**src/rtl/imem_loader.sv**
```systemverilog
`default_nettype none
// ============================================================================
// Module   : imem_loader
// Brief    : Boot-time loader. Receives a length-prefixed, XOR-checksummed
//            byte stream and writes the words into instruction memory. It
//            holds the processor in reset until a load completes with a
//            matching checksum.
// Revision : 1.0 - initial release
// ============================================================================
module imem_loader #(
    parameter int ADDR_W = 6,
    parameter int DEPTH  = 64
) (
    input  logic              clk,
    input  logic              reset,
    input  logic              start,
    input  logic [7:0]        in_data,
    input  logic              in_valid,
    output logic              in_ready,
    output logic              imem_we,
    output logic [ADDR_W-1:0] imem_addr,
    output logic [31:0]       imem_wdata,
    output logic              cpu_reset,
    output logic              done,
    output logic              error
);

    localparam logic [15:0] c_depth = 16'(DEPTH);

    typedef enum logic [2:0] {
        S_IDLE   = 3'd0,
        S_LEN_HI = 3'd1,
        S_LEN_LO = 3'd2,
        S_DATA   = 3'd3,
        S_CHECK  = 3'd4,
        S_DONE   = 3'd5,
        S_ERROR  = 3'd6
    } state_t;

    state_t            r_state;
    state_t            w_state_nxt;
    logic [7:0]        r_len_hi;
    logic [ADDR_W:0]   r_len;        // word count; at most DEPTH so ADDR_W+1 bits suffice
    logic [ADDR_W:0]   r_word_cnt;
    logic [1:0]        r_byte_cnt;
    logic [23:0]       r_asm;        // first three bytes of the word being assembled
    logic [7:0]        r_csum;
    logic              w_xfer;
    logic              w_clear;
    logic              w_word_done;
    logic [15:0]       w_len_full;

    // Stream handshake: ready only while the loader is consuming the stream
    always_comb begin
        in_ready = (r_state == S_LEN_HI) || (r_state == S_LEN_LO) ||
                   (r_state == S_DATA)   || (r_state == S_CHECK);
    end

    assign w_xfer     = in_valid && in_ready;
    assign w_len_full = {r_len_hi, in_data};

    // State register
    always_ff @(posedge clk) begin
        if (reset) begin
            r_state <= S_IDLE;
        end else begin
            r_state <= w_state_nxt;
        end
    end

    // Next-state decode plus the clear / word-complete strobes
    always_comb begin
        w_state_nxt = r_state;
        w_clear     = 1'b0;
        w_word_done = 1'b0;
        case (r_state)
            S_IDLE: begin
                if (start) begin
                    w_state_nxt = S_LEN_HI;
                    w_clear     = 1'b1;
                end
            end
            S_LEN_HI: begin
                if (w_xfer) w_state_nxt = S_LEN_LO;
            end
            S_LEN_LO: begin
                if (w_xfer) begin
                    // A zero or oversize length would leave memory ambiguous or wrap the address
                    if ((w_len_full == 16'd0) || (w_len_full > c_depth)) begin
                        w_state_nxt = S_ERROR;
                    end else begin
                        w_state_nxt = S_DATA;
                    end
                end
            end
            S_DATA: begin
                if (w_xfer && (r_byte_cnt == 2'd3)) begin
                    w_word_done = 1'b1;
                    if ((r_word_cnt + 1'b1) == r_len) w_state_nxt = S_CHECK;
                end
            end
            S_CHECK: begin
                if (w_xfer) w_state_nxt = (in_data == r_csum) ? S_DONE : S_ERROR;
            end
            S_DONE, S_ERROR: begin
                if (start) begin
                    w_state_nxt = S_LEN_HI;
                    w_clear     = 1'b1;
                end
            end
            default: w_state_nxt = S_IDLE;
        endcase
    end

    // Datapath, write port and registered status outputs
    always_ff @(posedge clk) begin
        if (reset) begin
            r_len_hi   <= '0;
            r_len      <= '0;
            r_word_cnt <= '0;
            r_byte_cnt <= '0;
            r_asm      <= '0;
            r_csum     <= '0;
            imem_we    <= 1'b0;
            imem_addr  <= '0;
            imem_wdata <= '0;
            cpu_reset  <= 1'b1;
            done       <= 1'b0;
            error      <= 1'b0;
        end else begin
            imem_we   <= 1'b0;
            // Status tracks the state being entered so it lines up with the state change
            cpu_reset <= (w_state_nxt != S_DONE);
            done      <= (w_state_nxt == S_DONE);
            error     <= (w_state_nxt == S_ERROR);

            if (w_clear) begin
                r_word_cnt <= '0;
                r_byte_cnt <= '0;
                r_asm      <= '0;
                r_csum     <= '0;
            end
            if ((r_state == S_LEN_HI) && w_xfer) r_len_hi <= in_data;
            if ((r_state == S_LEN_LO) && w_xfer) r_len    <= w_len_full[ADDR_W:0];
            if ((r_state == S_DATA) && w_xfer) begin
                r_asm      <= {r_asm[15:0], in_data};
                r_csum     <= r_csum ^ in_data;
                r_byte_cnt <= r_byte_cnt + 2'd1;
            end
            if (w_word_done) begin
                imem_we    <= 1'b1;
                imem_addr  <= r_word_cnt[ADDR_W-1:0];
                imem_wdata <= {r_asm, in_data};
                r_word_cnt <= r_word_cnt + 1'b1;
            end
        end
    end

endmodule
`default_nettype wire

```
**config.mk**
```make
export PLATFORM = sky130hd
export DESIGN_NAME = imem_loader
export DESIGN_NICKNAME = d
export VERILOG_FILES = /design/src/rtl/imem_loader.sv
export SDC_FILE = /design/constraint.sdc
export NUM_CORES = 1
export LEC_CHECK = 0
export CORE_MARGIN = 2
export CORE_UTILIZATION = 30
export DETAILED_ROUTE_END_ITERATION = 12
export GPL_TIMING_DRIVEN = 0
export HOLD_SLACK_MARGIN = 0.12
export PLACE_DENSITY_LB_ADDON = 0.3
export SLEW_MARGIN = 5
export SYNTH_ARGS = -nofsm -noshare
export SYNTH_HDL_FRONTEND = slang
export SYNTH_SLANG_ARGS = --single-unit
```
**constraint.sdc**
```tcl
create_clock -name clk -period 3.7 [get_ports clk]
set_clock_uncertainty 0.05 [all_clocks]
set_input_delay 0.555 -clock clk [delete_from_list [all_inputs] [get_ports clk]]
set_output_delay 0.555 -clock clk [all_outputs]
set_load 0.03 [all_outputs]
```
=== Yosys cells after proc, flatten, opt, wreduce, memory -nomap -nowiden ===
Index checks and enable logic that the tools add are counted.

* Mux-type cells: 22
* $add $sub $neg: 2
* Order comparisons: 1
* Equality and inequality tests: 12
* Reduce and logical (&&, ||, !) cells: 14
* Bitwise logic cells: 1

{| class="wikitable"
|+ Operators with widths
! kind !! number
|-
| 24-bit 2-to-1 mux || 2
|-
| 3-bit 2-to-1 mux || 7
|-
| 16-bit by 7-bit > comparator with 1-bit output (second input constant) || 1
|-
| 16-bit zero test || 1
|-
| 8-bit 2-to-1 mux || 2
|-
| 3-bit equality test (second input constant) || 5
|-
| 3-bit one-hot mux with 5 select lines || 1
|-
| 7-bit 2-to-1 mux || 2
|-
| 8-bit equality test || 1
|-
| 8-bit bitwise XOR || 1
|-
| 7-bit by 1-bit adder with 7-bit output (second input constant) || 1
|-
| 7-bit equality test || 1
|-
| 3-bit by 2-bit equality test with 1-bit output (second input constant) || 2
|-
| 2-bit 2-to-1 mux || 3
|-
| 1-bit logical AND || 5
|-
| 1-bit 2-to-1 mux || 5
|-
| 1-bit logical OR || 4
|-
| 2-bit nonzero test || 2
|-
| 3-bit by 1-bit equality test with 1-bit output (second input constant) || 1
|-
| 3-bit zero test || 1
|-
| 3-bit inequality test (second input constant) || 1
|-
| 3-bit OR reduction || 1
|-
| 2-bit by 1-bit adder with 2-bit output (second input constant) || 1
|-
| 2-bit equality test (second input constant) || 1
|}

* Output and inout bits: 43
* Bits of input ports: 12
* Flip-flop bits (word level): 101
* Logic and storage cells: 65

=== Depth between registers and ports, before layout ===
Gate-level depths: netlist (run 1).

* Depth after elaboration: 9
* Gate-level depth with buffers: 8
* Mapped depth without buffers: 6

=== Least setup slack after synthesis (run 1) ===
Ideal clock, no wire load.

* Path kind: input -> register
* From: input port in_valid
* To: register cpu_reset
* Buffers on the path: 1
* Data arrival time: 1.940 ns
* Path slack: 1.583 ns
* Data required time: 3.523 ns
* Setup time: 0.127 ns
* Stages on the path: 5
* Cell sequence: buf_2 -> nand2_1 -> or4b_4 -> o41a_1 -> or3_1

* Cells in the longest elaborated chain, start to end: 5
* Elaborated cells between the ends (all ways): 8
* Classes of those cells: 1 x eq/ne; 5 x mux; 2 x reduce/logical

{| class="wikitable"
|+ Ends and longest elaborated chain
! element !! line !! source
|-
| start, declared || 18 || <nowiki>input logic in_valid,</nowiki>
|-
| 1-bit logical AND (*) || 59 || <nowiki>assign w_xfer = in_valid && in_ready;</nowiki>
|-
| 1-bit logical AND || 97 || <nowiki>if (w_xfer && (r_byte_cnt == 2'd3)) begin</nowiki>
|-
| 3-bit 2-to-1 mux || 97 ||
|-
| 3-bit one-hot mux with 5 select lines (*) || 76 || <nowiki>case (r_state)</nowiki>
|-
| 3-bit inequality test (*) || 133 || <nowiki>cpu_reset <= (w_state_nxt != S_DONE);</nowiki>
|-
| end signal, assigned || 133 ||
|-
| end, declared || 23 || <nowiki>output logic cpu_reset,</nowiki>
|}

Mark *: on every way between the ends. The rest lies on a longest branch, timed or not.
A chain may end at the register's enable or synchronous reset.

=== Worst setup path after layout (run 1) ===
* From: register r_state[2]
* To: output port in_ready

* Cells in the longest elaborated chain, start to end: 4
* Elaborated cells between the ends (all ways): 7
* Classes of those cells: 4 x eq/ne; 3 x reduce/logical

{| class="wikitable"
|+ Ends and longest elaborated chain
! element !! line !! source
|-
| start, declared || 40 || <nowiki>state_t r_state;</nowiki>
|-
| start signal, assigned || 67 || <nowiki>r_state <= w_state_nxt;</nowiki>
|-
| 3-bit by 1-bit equality test with 1-bit output or 3-bit by 2-bit equality test with 1-bit output (tied branches) || 55 || <nowiki>in_ready = (r_state == S_LEN_HI) || (r_state == S_LEN_LO) ||</nowiki>
|-
| 1-bit logical OR (2 in series) || 55 ||
|-
| 1-bit logical OR (*) || 56 || <nowiki>(r_state == S_DATA) || (r_state == S_CHECK);</nowiki>
|-
| end, declared || 19 || <nowiki>output logic in_ready,</nowiki>
|}

Marked as above.

==> results of run 1 <==
[state kept, by name, summed over array words and instances, names as in the netlist]
name and count:
error 1, r_csum 8, r_byte_cnt 2, imem_addr 6, imem_we 1, r_state 3, imem_wdata 32, cpu_reset 1
r_len 7, r_len_hi 8, done 1, r_asm 24, r_word_cnt 7
[path summary, 6_finish.rpt]
path	from	endpoint	slack [ns]
worst min-delay path	r_len_hi[3]	r_len_hi[3]	0.41
worst min register to register	r_len_hi[3]	r_len_hi[3]	0.41
worst max register to register	r_word_cnt[0]	cpu_reset	1.34
worst max-delay path	r_state[2]	in_ready	1.20
[per-stage QoR]
stage | power (mW) | hold slack, ns
CTS | 2.41 | 0.407
detailed placement | 1.54 | 0.398
finish | 2.39 | 0.408
global placement | 1.53 | 0.392
floorplan | 1.43 | 0.382
global route | 2.50 | 0.423
[tightest hold or removal path: stages, from the launching register on]
cell and delay, ns:
dfxtp_1 0.31, nand2_1 0.05, a21oi_1 0.05
[logic make-up after synthesis]
logic type | share of synthesized area, %
flip-flops | 48.1
adder cells (fa/ha/maj) | 0.833
AND/OR/NAND/NOR | 23.1
buffers and inverters | 5.09
XOR/XNOR | 3.96
AO/OA/AOI/OAI | 18.9
[layout by cell type (no fill, tap or decap), types with 2 or more instances in the layout]
cell and count:
inv_1 3, nor3_1 11, buf_2 6, and2_1 3, ha_1 2, buf_6 3, o2111ai_1 2, nor3b_1 3
a22oi_1 26, clkbuf_8 2, a21oi_1 78, nand3_1 6, nor2_1 47, nor4_1 4, o31ai_1 2, xor2_1 13
clkdlybuf4s50_1 44, a211oi_1 2, o21ai_0 15, clkbuf_16 9, nand4bb_1 3, clkbuf_1 38, dfxtp_1 101, a31oi_1 2
nand2_1 112, a31o_2 2, or3_1 4, nand2b_1 2, nand3b_1 4, nor4b_1 2, xnor2_1 6, or2_2 2
[final cells by class]
| cell class | count | area, µm² | share of cell area, % |
|---|---|---|---|
| sequential | 101 | 2020 | 39.3 |
| multi-input combinational | 370 | 1970 | 38.3 |
| timing repair buffer | 44 | 440 | 8.57 |
| clock buffer | 13 | 260 | 5.06 |
| tap | 180 | 225 | 4.38 |
| buffer | 46 | 203 | 3.94 |
| inverter | 3 | 11.3 | 0.219 |
| clock inverter | 1 | 7.51 | 0.146 |
[power by group through the flow]
stage | registers (mW) | logic [mW] | clock network (mW)
2_1_floorplan | 1.16 | 0.269 | 0
3_3_place_gp | 1.17 | 0.365 | 0
3_5_place_dp | 1.17 | 0.374 | 0
4_1_cts | 1.14 | 0.375 | 0.891
5_1_grt | 1.15 | 0.416 | 0.942
6_report | 1.14 | 0.376 | 0.870
[metal layers]
metal / up-vias / GRT usage (%) / part of all wire (%)
li1: 1889 / - / -
met1: 1780 / 20.0 / 46
met2: 82 / 25.9 / 48
met3: 13 / 3.21 / 4.6
met4: 0 / 5.10 / 1.5
met5: - / 0 / 0
==> flow_summary_export.csv, run 1 <==
group,metric,value,unit
outcome,status,"finished clean",
power_and_ir_drop,power_frac_comb,15.7,%
final_layout,area_growth,22.2,%
logic_synthesis,syn_area,4210,µm²
logic_synthesis,ys_top_cells_by_area,"dfxtp_1, nand2_1, a21oi_1",
logic_synthesis,async_flop_share,0,%
placement,pre_cts_slack,1.14,ns
global_routing,grt_overflow,0,
sta,tightest_slew,0.804,ns
die,rows,43,
power_and_ir_drop,netSwitchingFraction,27.7,%
clocking,cts_resized,0,
sta,slew_headroom,46.3,%
die,dieWidth,122,µm
clocking,clock-sinks,101,
sta,clock.fmax,400,MHz
critical_path,arrival,1.89,ns
die,initial_utilization,30.5,%
routing,routedWlPerCell,14.6,µm
critical_path,cp-end-kind,"output pin",
sta,finalCritPeriodShare,67.5,%
final_layout,utilization,37.3,%
final_layout,fillerInstances,1432,
sta,rsz0062_at_grt,"false",
clocking,clk_latency,0.34,ns
routing,firstDrtPassIters,4,
critical_path,critPathTopFamily,"buffers and inverters",
power_and_ir_drop,powerDensity,465,nW/µm²
power_and_ir_drop,p_sw,0.662,mW
sta,period_minus_slack,2.50,ns
routing,ant_nets,0,
routing,drt_wl_total,11100,µm
power_and_ir_drop,seqPwrFrac,47.8,%
placement,dpl.hpwl,8010,µm
sta,tns,0,ns
global_routing,track_usage,15.5,%
clocking,clockBufferDepth,2,
global_routing,grt_pass1_wl,18200,µm
clocking,numCtsBuffers,9,
die,die-area,15000,µm²
final_layout,drive_gt1_share,5.36,%
logic_synthesis,yosysMostFrequentCell,"nand2_1",
sta,setup-violations-final,0,
power_and_ir_drop,p_leak,1.69,nW
routing,remaining_drc_errors,0,
job,max-cap-violations,0,
die,die_h,122,µm
final_layout,nNetsFinal,589,
logic_synthesis,synth_flop_cell,"dfxtp_1",
placement,place_area,4870,µm²
placement,gp_congestion,0.806,
placement,place_inst,744,
critical_path,cp.required,3.09,ns
routing,drt_iter0_drc,256,
min_path,hold_path_class,"flip-flop to flip-flop",
global_routing,antenna_found_initial,0,
critical_path,crit_path_max_incr_delay,0.71,ns
global_routing,grt_pass1_vias,3729,
logic_synthesis,synth-edff-count,0,
logic_synthesis,syn_area_per_cell,8.09,µm²
critical_path,path_max_fanout,10,
final_layout,insertedDiodeCount,0,
logic_synthesis,syn_nets,534,
logic_synthesis,yosysWarnings,0,
final_layout,instances_no_fill,758,
clocking,clk_pin_slew,0.06,ns
power_and_ir_drop,peakVddDrop,0.202,mV
logic_synthesis,synth_top_area_cell,"dfxtp_1",
logic_synthesis,syn-instance-count,520,
critical_path,crit_buf_inv,2,
min_path,hold_depth,2,
die,io_pins,55,
logic_synthesis,synth_seq_cells,101,
sta,hold_violations,0,
logic_synthesis,synth_top_area_share,48.1,%
routing,vias,3764,
clocking,cts_root_buffer,"clkbuf_16",
critical_path,critPathLaunchType,"flip-flop",
routing,routed_via_density,4.97,
critical_path,path_class,"flip-flop to output pin",
critical_path,cp.depth,3,
logic_synthesis,ys_seq_area_share,48.1,%
placement,numPortBuffers,44,
power_and_ir_drop,clock_power_share,36.4,%
sta,report.final.slew_viol_count,0,
critical_path,cp_slowest_cell,"clkdlybuf4s50_1",
critical_path,critical_path.cell_chain,"buf_2, xnor2_1, clkdlybuf4s50_1",
clocking,postCtsSetupRepairBufs,0,
power_and_ir_drop,intPower,1.73,mW
sta,fin_ws,1.20,ns
clocking,holdBufCountCts,0,
clocking,h-tree-depth,3,
logic_synthesis,netlist_top_cells_count,"nand2_1, dfxtp_1, a21oi_1, nor2_1, clkbuf_1",
die,coreArea,13800,µm²
final_layout,final_area,5140,µm²
logic_synthesis,ys_types,47,
critical_path,rr_worst_depth,7,
global_routing,grt_max_degree,15,
clocking,cts_tree,"yes",
Note: power is estimated with default switching activity, not from simulation.
==> run 2, diff against run 1 <==
==> constraint.sdc (replaced) <==
create_clock -name clk -period 2.1 [get_ports clk]
set_clock_uncertainty 0.05 [all_clocks]
set_input_delay 0.315 -clock clk [delete_from_list [all_inputs] [get_ports clk]]
set_output_delay 0.315 -clock clk [all_outputs]
set_load 0.03 [all_outputs]
==> flow_summary_export.csv, run 2 (same netlist as run 1, synthesis figures left out) <==
group,metric,value,unit
outcome,status,"complete, but fails checks",
outcome,violations,"setup timing",
power_and_ir_drop,clock_power_share,39.2,%
global_routing,grt_pass1_wl,18100,µm
final_layout,instances_no_fill,766,
placement,pre_cts_slack,-0.260,ns
critical_path,cp-end-kind,"flip-flop",
global_routing,grt_max_degree,18,
critical_path,path_max_fanout,6,
power_and_ir_drop,powerDensity,835,nW/µm²
sta,fin_ws,-0.0458,ns
critical_path,crit_buf_inv,1,
die,dieWidth,122,µm
sta,finalCritPeriodShare,102,%
final_layout,drive_gt1_share,10.9,%
sta,tns,-0.0458,ns
job,max-cap-violations,0,
final_layout,nNetsFinal,595,
sta,hold_violations,0,
global_routing,track_usage,15.4,%
clocking,clock-sinks,101,
placement,numPortBuffers,44,
routing,routedWlPerCell,14.5,µm
final_layout,final_common_cell,"nand2_1",
final_layout,top_register,"imem_wdata",
placement,place_inst,744,
routing,vias,3773,
critical_path,path_class,"flip-flop to flip-flop",
clocking,clockBufferDepth,2,
final_layout,area_growth,27.1,%
critical_path,crit_path_max_incr_delay,0.48,ns
sta,slew_headroom,55.9,%
sta,report.final.slew_viol_count,0,
sta,clock.fmax,466,MHz
routing,routed_via_density,4.93,
final_layout,final_area,5350,µm²
placement,place_area,4870,µm²
sta,period_minus_slack,2.15,ns
final_layout,reg_top3,"imem_wdata: 32 flops, r_asm: 24 flops",
clocking,clk_pin_slew,0.07,ns
sta,setup-violations-final,1,
routing,drt_iter0_drc,264,
clocking,holdBufCountCts,0,
global_routing,grt_overflow,0,
power_and_ir_drop,peakVddDrop,0.334,mV
critical_path,crit_path_start,"r_word_cnt[1]",
critical_path,critPathTopFamily,"simple AND/OR/NAND/NOR gates",
critical_path,critPathLaunchType,"flip-flop",
placement,dpl.hpwl,7850,µm
clocking,h-tree-depth,3,
clocking,cts_tree,"yes",
clocking,clk_latency,0.35,ns
routing,remaining_drc_errors,0,
power_and_ir_drop,power_frac_comb,15.7,%
min_path,hold_path_class,"primary input to flip-flop",
sta,rsz0062_at_grt,"true",
final_layout,largest_reg_flops,32,
min_path,holdCritStartpoint,"in_data[7]",
power_and_ir_drop,p_sw,1.26,mW
die,coreArea,13800,µm²
die,initial_utilization,30.5,%
final_layout,layout_common_cells,"nand2_1, dfxtp_1, a21oi_1, nor2_1, clkdlybuf4s50_1",
die,io_pins,55,
critical_path,critical_path.cell_chain,"ha_4, buf_6, nand3_4, nor3b_2, o2111ai_2, o41a_1, or3_1",
power_and_ir_drop,intPower,3.20,mW
die,die-area,15000,µm²
power_and_ir_drop,netSwitchingFraction,28.3,%
critical_path,arrival,2.32,ns
routing,drt_wl_total,11100,µm
sta,tightest_slew,0.655,ns
critical_path,cp_slowest_cell,"o41a_1",
final_layout,insertedDiodeCount,0,
placement,gp_congestion,0.804,
die,die_h,122,µm
clocking,numCtsBuffers,9,
power_and_ir_drop,p_total,4.46,mW
clocking,cts_root_buffer,"clkbuf_16",
routing,firstDrtPassIters,5,
critical_path,rr_startpoint,"r_word_cnt[1]",
power_and_ir_drop,seqPwrFrac,45.0,%
global_routing,grt_pass1_vias,3672,
global_routing,antenna_found_initial,0,
power_and_ir_drop,p_leak,1.78,nW
critical_path,cp.required,2.27,ns
routing,ant_nets,0,
die,rows,43,
-- run 2: cell types whose count changed in the layout (fill, tap and decap cells not counted), sizes merged --
| cell | before | now |
|---|---|---|
| buf | 10 | 16 |
| bufinv | 0 | 1 |
| clkbuf | 49 | 48 |
| clkdlybuf4s50 | 44 | 43 |
| clkinv | 0 | 2 |
| clkinvlp | 1 | 0 |
| inv | 3 | 5 |
-- run 2: worst paths after layout --
kind | slack (ns) | endpoint | cells after the start
hold reg to reg | 0.41 | r_len_hi[5] | 2
hold / removal | 0.32 | imem_wdata[7] | 3
setup / recovery | -0.05 | cpu_reset | 7
setup reg to reg | -0.05 | cpu_reset | 7
-- run 2: per-layer routing --
layer / vias to the layer above / part of all wire (%) / track usage [%] / wire (µm)
met4: 0 / 1.1 / 4.17 / 119
li1: 1908 / - / - / -
met3: 8 / 3.8 / 4.14 / 419
met1: 1796 / 47 / 19.6 / 5210
met2: 61 / 48 / 25.7 / 5370
met5: - / 0 / 0 / 0
-- run 2: area by class of cell --
| cell class | count | area (µm²) |
|---|---|---|
| repair buffers | 51 | 488 |
| fillers | 1432 | 8430 |
| clock buffers | 11 | 253 |
| multi-input cells | 370 | 2060 |
| well taps | 180 | 225 |
| flip-flops and latches | 101 | 2030 |
| clock inverters | 5 | 63.8 |
| inverters | 3 | 11.3 |
| plain buffers | 45 | 214 |
-- run 2: worst reg2reg max path, stage by stage (launching register included) --
cell,delay (ns)
dfxtp_4,0.38
ha_4,0.13
buf_6,0.12
nand3_4,0.08
nor3b_2,0.21
o2111ai_2,0.19
o41a_1,0.48
or3_1,0.38
-- run 2: per-stage QoR --
step                      hold WS, ns  utilization, %
after detailed placement        0.397            35.4
after floorplan                 0.382               -
final                           0.318            38.8
after global routing            0.341            38.8
after CTS                       0.314            38.1
after global placement          0.393            35.4
-- run 2: power groups by stage --
| stage | sequential, mW | clock (mW) | combinational, mW |
|---|---|---|---|
| 6_report | 2.01 | 1.75 | 0.701 |
| 5_1_grt | 2.02 | 1.86 | 0.771 |
| 2_1_floorplan | 2.05 | 0 | 0.474 |
| 3_5_place_dp | 2.05 | 0 | 0.661 |
| 3_3_place_gp | 2.05 | 0 | 0.643 |
| 4_1_cts | 2.01 | 1.79 | 0.666 |
-- run 2: what timing repair did --
item / in CTS / in global routing
pin swaps: 3 / 4
buffers inserted: 2 / 5
gates resized for setup: 13 / 25
setup endpoints to repair: 43 / 40
==> run 3, diff against run 2 <==
--- a/config.mk
+++ b/config.mk
@@ -5,7 +5,8 @@
 export SDC_FILE = /design/constraint.sdc
 export NUM_CORES = 1
 export LEC_CHECK = 0
-export CORE_MARGIN = 2
+export CAP_MARGIN = 20
+export CORE_MARGIN = 1
 export CORE_UTILIZATION = 30
 export DETAILED_ROUTE_END_ITERATION = 12
 export GPL_TIMING_DRIVEN = 0
==> flow_summary_export.csv, run 3 (same netlist as run 1, synthesis figures left out) <==
group,metric,value,unit
critical_path,cp.required,2.28,ns
final_layout,reg_top3,"imem_wdata: 32 flops, r_asm: 24 flops",
final_layout,top_register,"imem_wdata",
min_path,holdCritStartpoint,"in_data[0]",
final_layout,layout_common_cells,"nand2_1, dfxtp_1, a21oi_1, nor2_1, clkdlybuf4s50_1",
die,die-area,14500,µm²
routing,routedWlPerCell,14.6,µm
power_and_ir_drop,peakVddDrop,0.367,mV
critical_path,rrSetupSlack,0.04,ns
routing,drt_wl_total,11200,µm
critical_path,crit_buf_inv,1,
global_routing,grt_overflow,0,
sta,tightest_slew,0.671,ns
min_path,hold_depth,3,
sta,rsz0062_at_grt,"true",
clocking,cts_tree,"yes",
placement,numPortBuffers,44,
final_layout,largest_reg_flops,32,
sta,clock.fmax,485,MHz
critical_path,rr_startpoint,"r_state[2]",
critical_path,path_class,"flip-flop to flip-flop",
placement,gp_congestion,0.801,
die,coreArea,13500,µm²
clocking,numCtsBuffers,9,
global_routing,grt_pass1_wl,18400,µm
placement,dpl.hpwl,7960,µm
final_layout,area_growth,26.3,%
global_routing,grt_max_degree,17,
critical_path,critPathLaunchType,"flip-flop",
sta,report.final.slew_viol_count,0,
sta,hold_violations,0,
clocking,holdBufCountCts,0,
min_path,hold_path_class,"primary input to flip-flop",
sta,setup-violations-final,0,
final_layout,drive_gt1_share,11.1,%
routing,remaining_drc_errors,0,
critical_path,r2r-end,"cpu_reset",
critical_path,arrival,2.24,ns
global_routing,antenna_found_initial,0,
critical_path,critPathTopFamily,"simple AND/OR/NAND/NOR gates",
critical_path,path_max_fanout,10,
clocking,clk_latency,0.35,ns
sta,period_minus_slack,2.06,ns
sta,slew_headroom,54.9,%
routing,drt_iter0_drc,221,
critical_path,rr_worst_depth,4,
global_routing,grt_pass1_vias,3722,
clocking,cts_root_buffer,"clkbuf_16",
critical_path,crit_path_max_incr_delay,0.57,ns
routing,firstDrtPassIters,4,
power_and_ir_drop,powerDensity,806,nW/µm²
sta,tns,0,ns
final_layout,insertedDiodeCount,0,
critical_path,cp.depth,4,
routing,routed_via_density,4.96,
outcome,status,"finished clean",
clocking,h-tree-depth,3,
global_routing,track_usage,16.2,%
critical_path,cp-end-kind,"flip-flop",
die,dieWidth,120,µm
sta,finalCritPeriodShare,98.3,%
routing,ant_nets,0,
routing,vias,3786,
critical_path,cp_slowest_cell,"or4b_4",
final_layout,fillerInstances,1424,
final_layout,nNetsFinal,597,
min_path,min_delay_worst_endpoint,"r_len[0]",
final_layout,multi_input_area,2050,µm²
final_layout,seq_area,2030,µm²
clocking,clock-sinks,101,
die,initial_utilization,31.3,%
job,max-cap-violations,0,
die,die_h,120,µm
final_layout,final_common_cell,"nand2_1",
critical_path,critical_path.cell_chain,"buf_2, or4b_4, o41a_1, or3_1",
die,rows,42,
clocking,clockBufferDepth,2,
die,io_pins,55,
clocking,clk_pin_slew,0.07,ns
sta,hold_slack,0.346,ns
power_and_ir_drop,p_leak,1.78,nW
## run 3: layout make-up
| class | instances | area share [%] |
|---|---|---|
| buffer | 45 | 4.03 |
| clock buffer | 11 | 4.57 |
| clock inverter | 5 | 0.636 |
| inverter | 3 | 0.212 |
| multi-input combinational | 370 | 38.6 |
| sequential | 101 | 38.3 |
| tap | 176 | 4.15 |
| timing repair buffer | 53 | 9.54 |
## run 3: how the worst max path moves through the flow
stage | endpoint | startpoint | slack (ns)
after CTS | cpu_reset | r_word_cnt[2] | 0.003
after global placement | r_word_cnt[1] | r_byte_cnt[0] | -0.32
after global routing | cpu_reset | r_word_cnt[1] | -0.04
final | cpu_reset | r_state[2] | 0.04
after floorplan | cpu_reset | r_word_cnt[1] | 0.06
after detailed placement | r_word_cnt[1] | r_byte_cnt[0] | -0.34
## run 3: through the flow
| stage | std cells | instance area [µm²] | utilization, % | setup WS (ns) | power (mW) |
|---|---|---|---|---|---|
| finish | 764 | 5310 | 39.5 | 0.0361 | 4.28 |
| global route | 764 | 5310 | 39.5 | -0.0379 | 4.46 |
| CTS | 759 | 5220 | 38.8 | 0.00281 | 4.27 |
| detailed placement | 740 | 4870 | 36.2 | -0.337 | 2.71 |
| global placement | 740 | 4870 | 36.2 | -0.321 | 2.69 |
| floorplan | 520 | 4210 | - | 0.0559 | 2.53 |
## run 3: where the power goes
| group | internal [mW] | leakage [nW] | switching, mW |
|---|---|---|---|
| registers | 1.97 | 0.817 | 0.0429 |
| logic | 0.237 | 0.827 | 0.458 |
| clock network | 0.837 | 0.132 | 0.737 |
| total | 3.04 | 1.78 | 1.24 |
## run 3: tightest hold or removal path, cell delays in order
cell and delay, ns:
clkbuf_1 0.21, nand2_1 0.11, a21oi_1 0.06
## run 3: timing repair
item | in CTS | in global routing
pin swaps | 4 | 0
gates resized for setup | 15 | 21
cloned | 0 | 0
buffers inserted | 3 | 6
endpoints found under the setup margin | 46 | 59
## run 3: metal layers
layer / vias up / part of all wire (%) / global-route usage, %
met5: - / 0 / 0
met4: 0 / 0.89 / 6.94
met3: 7 / 3.9 / 2.92
met2: 70 / 48 / 26.7
met1: 1800 / 47 / 20.6
li1: 1909 / - / -
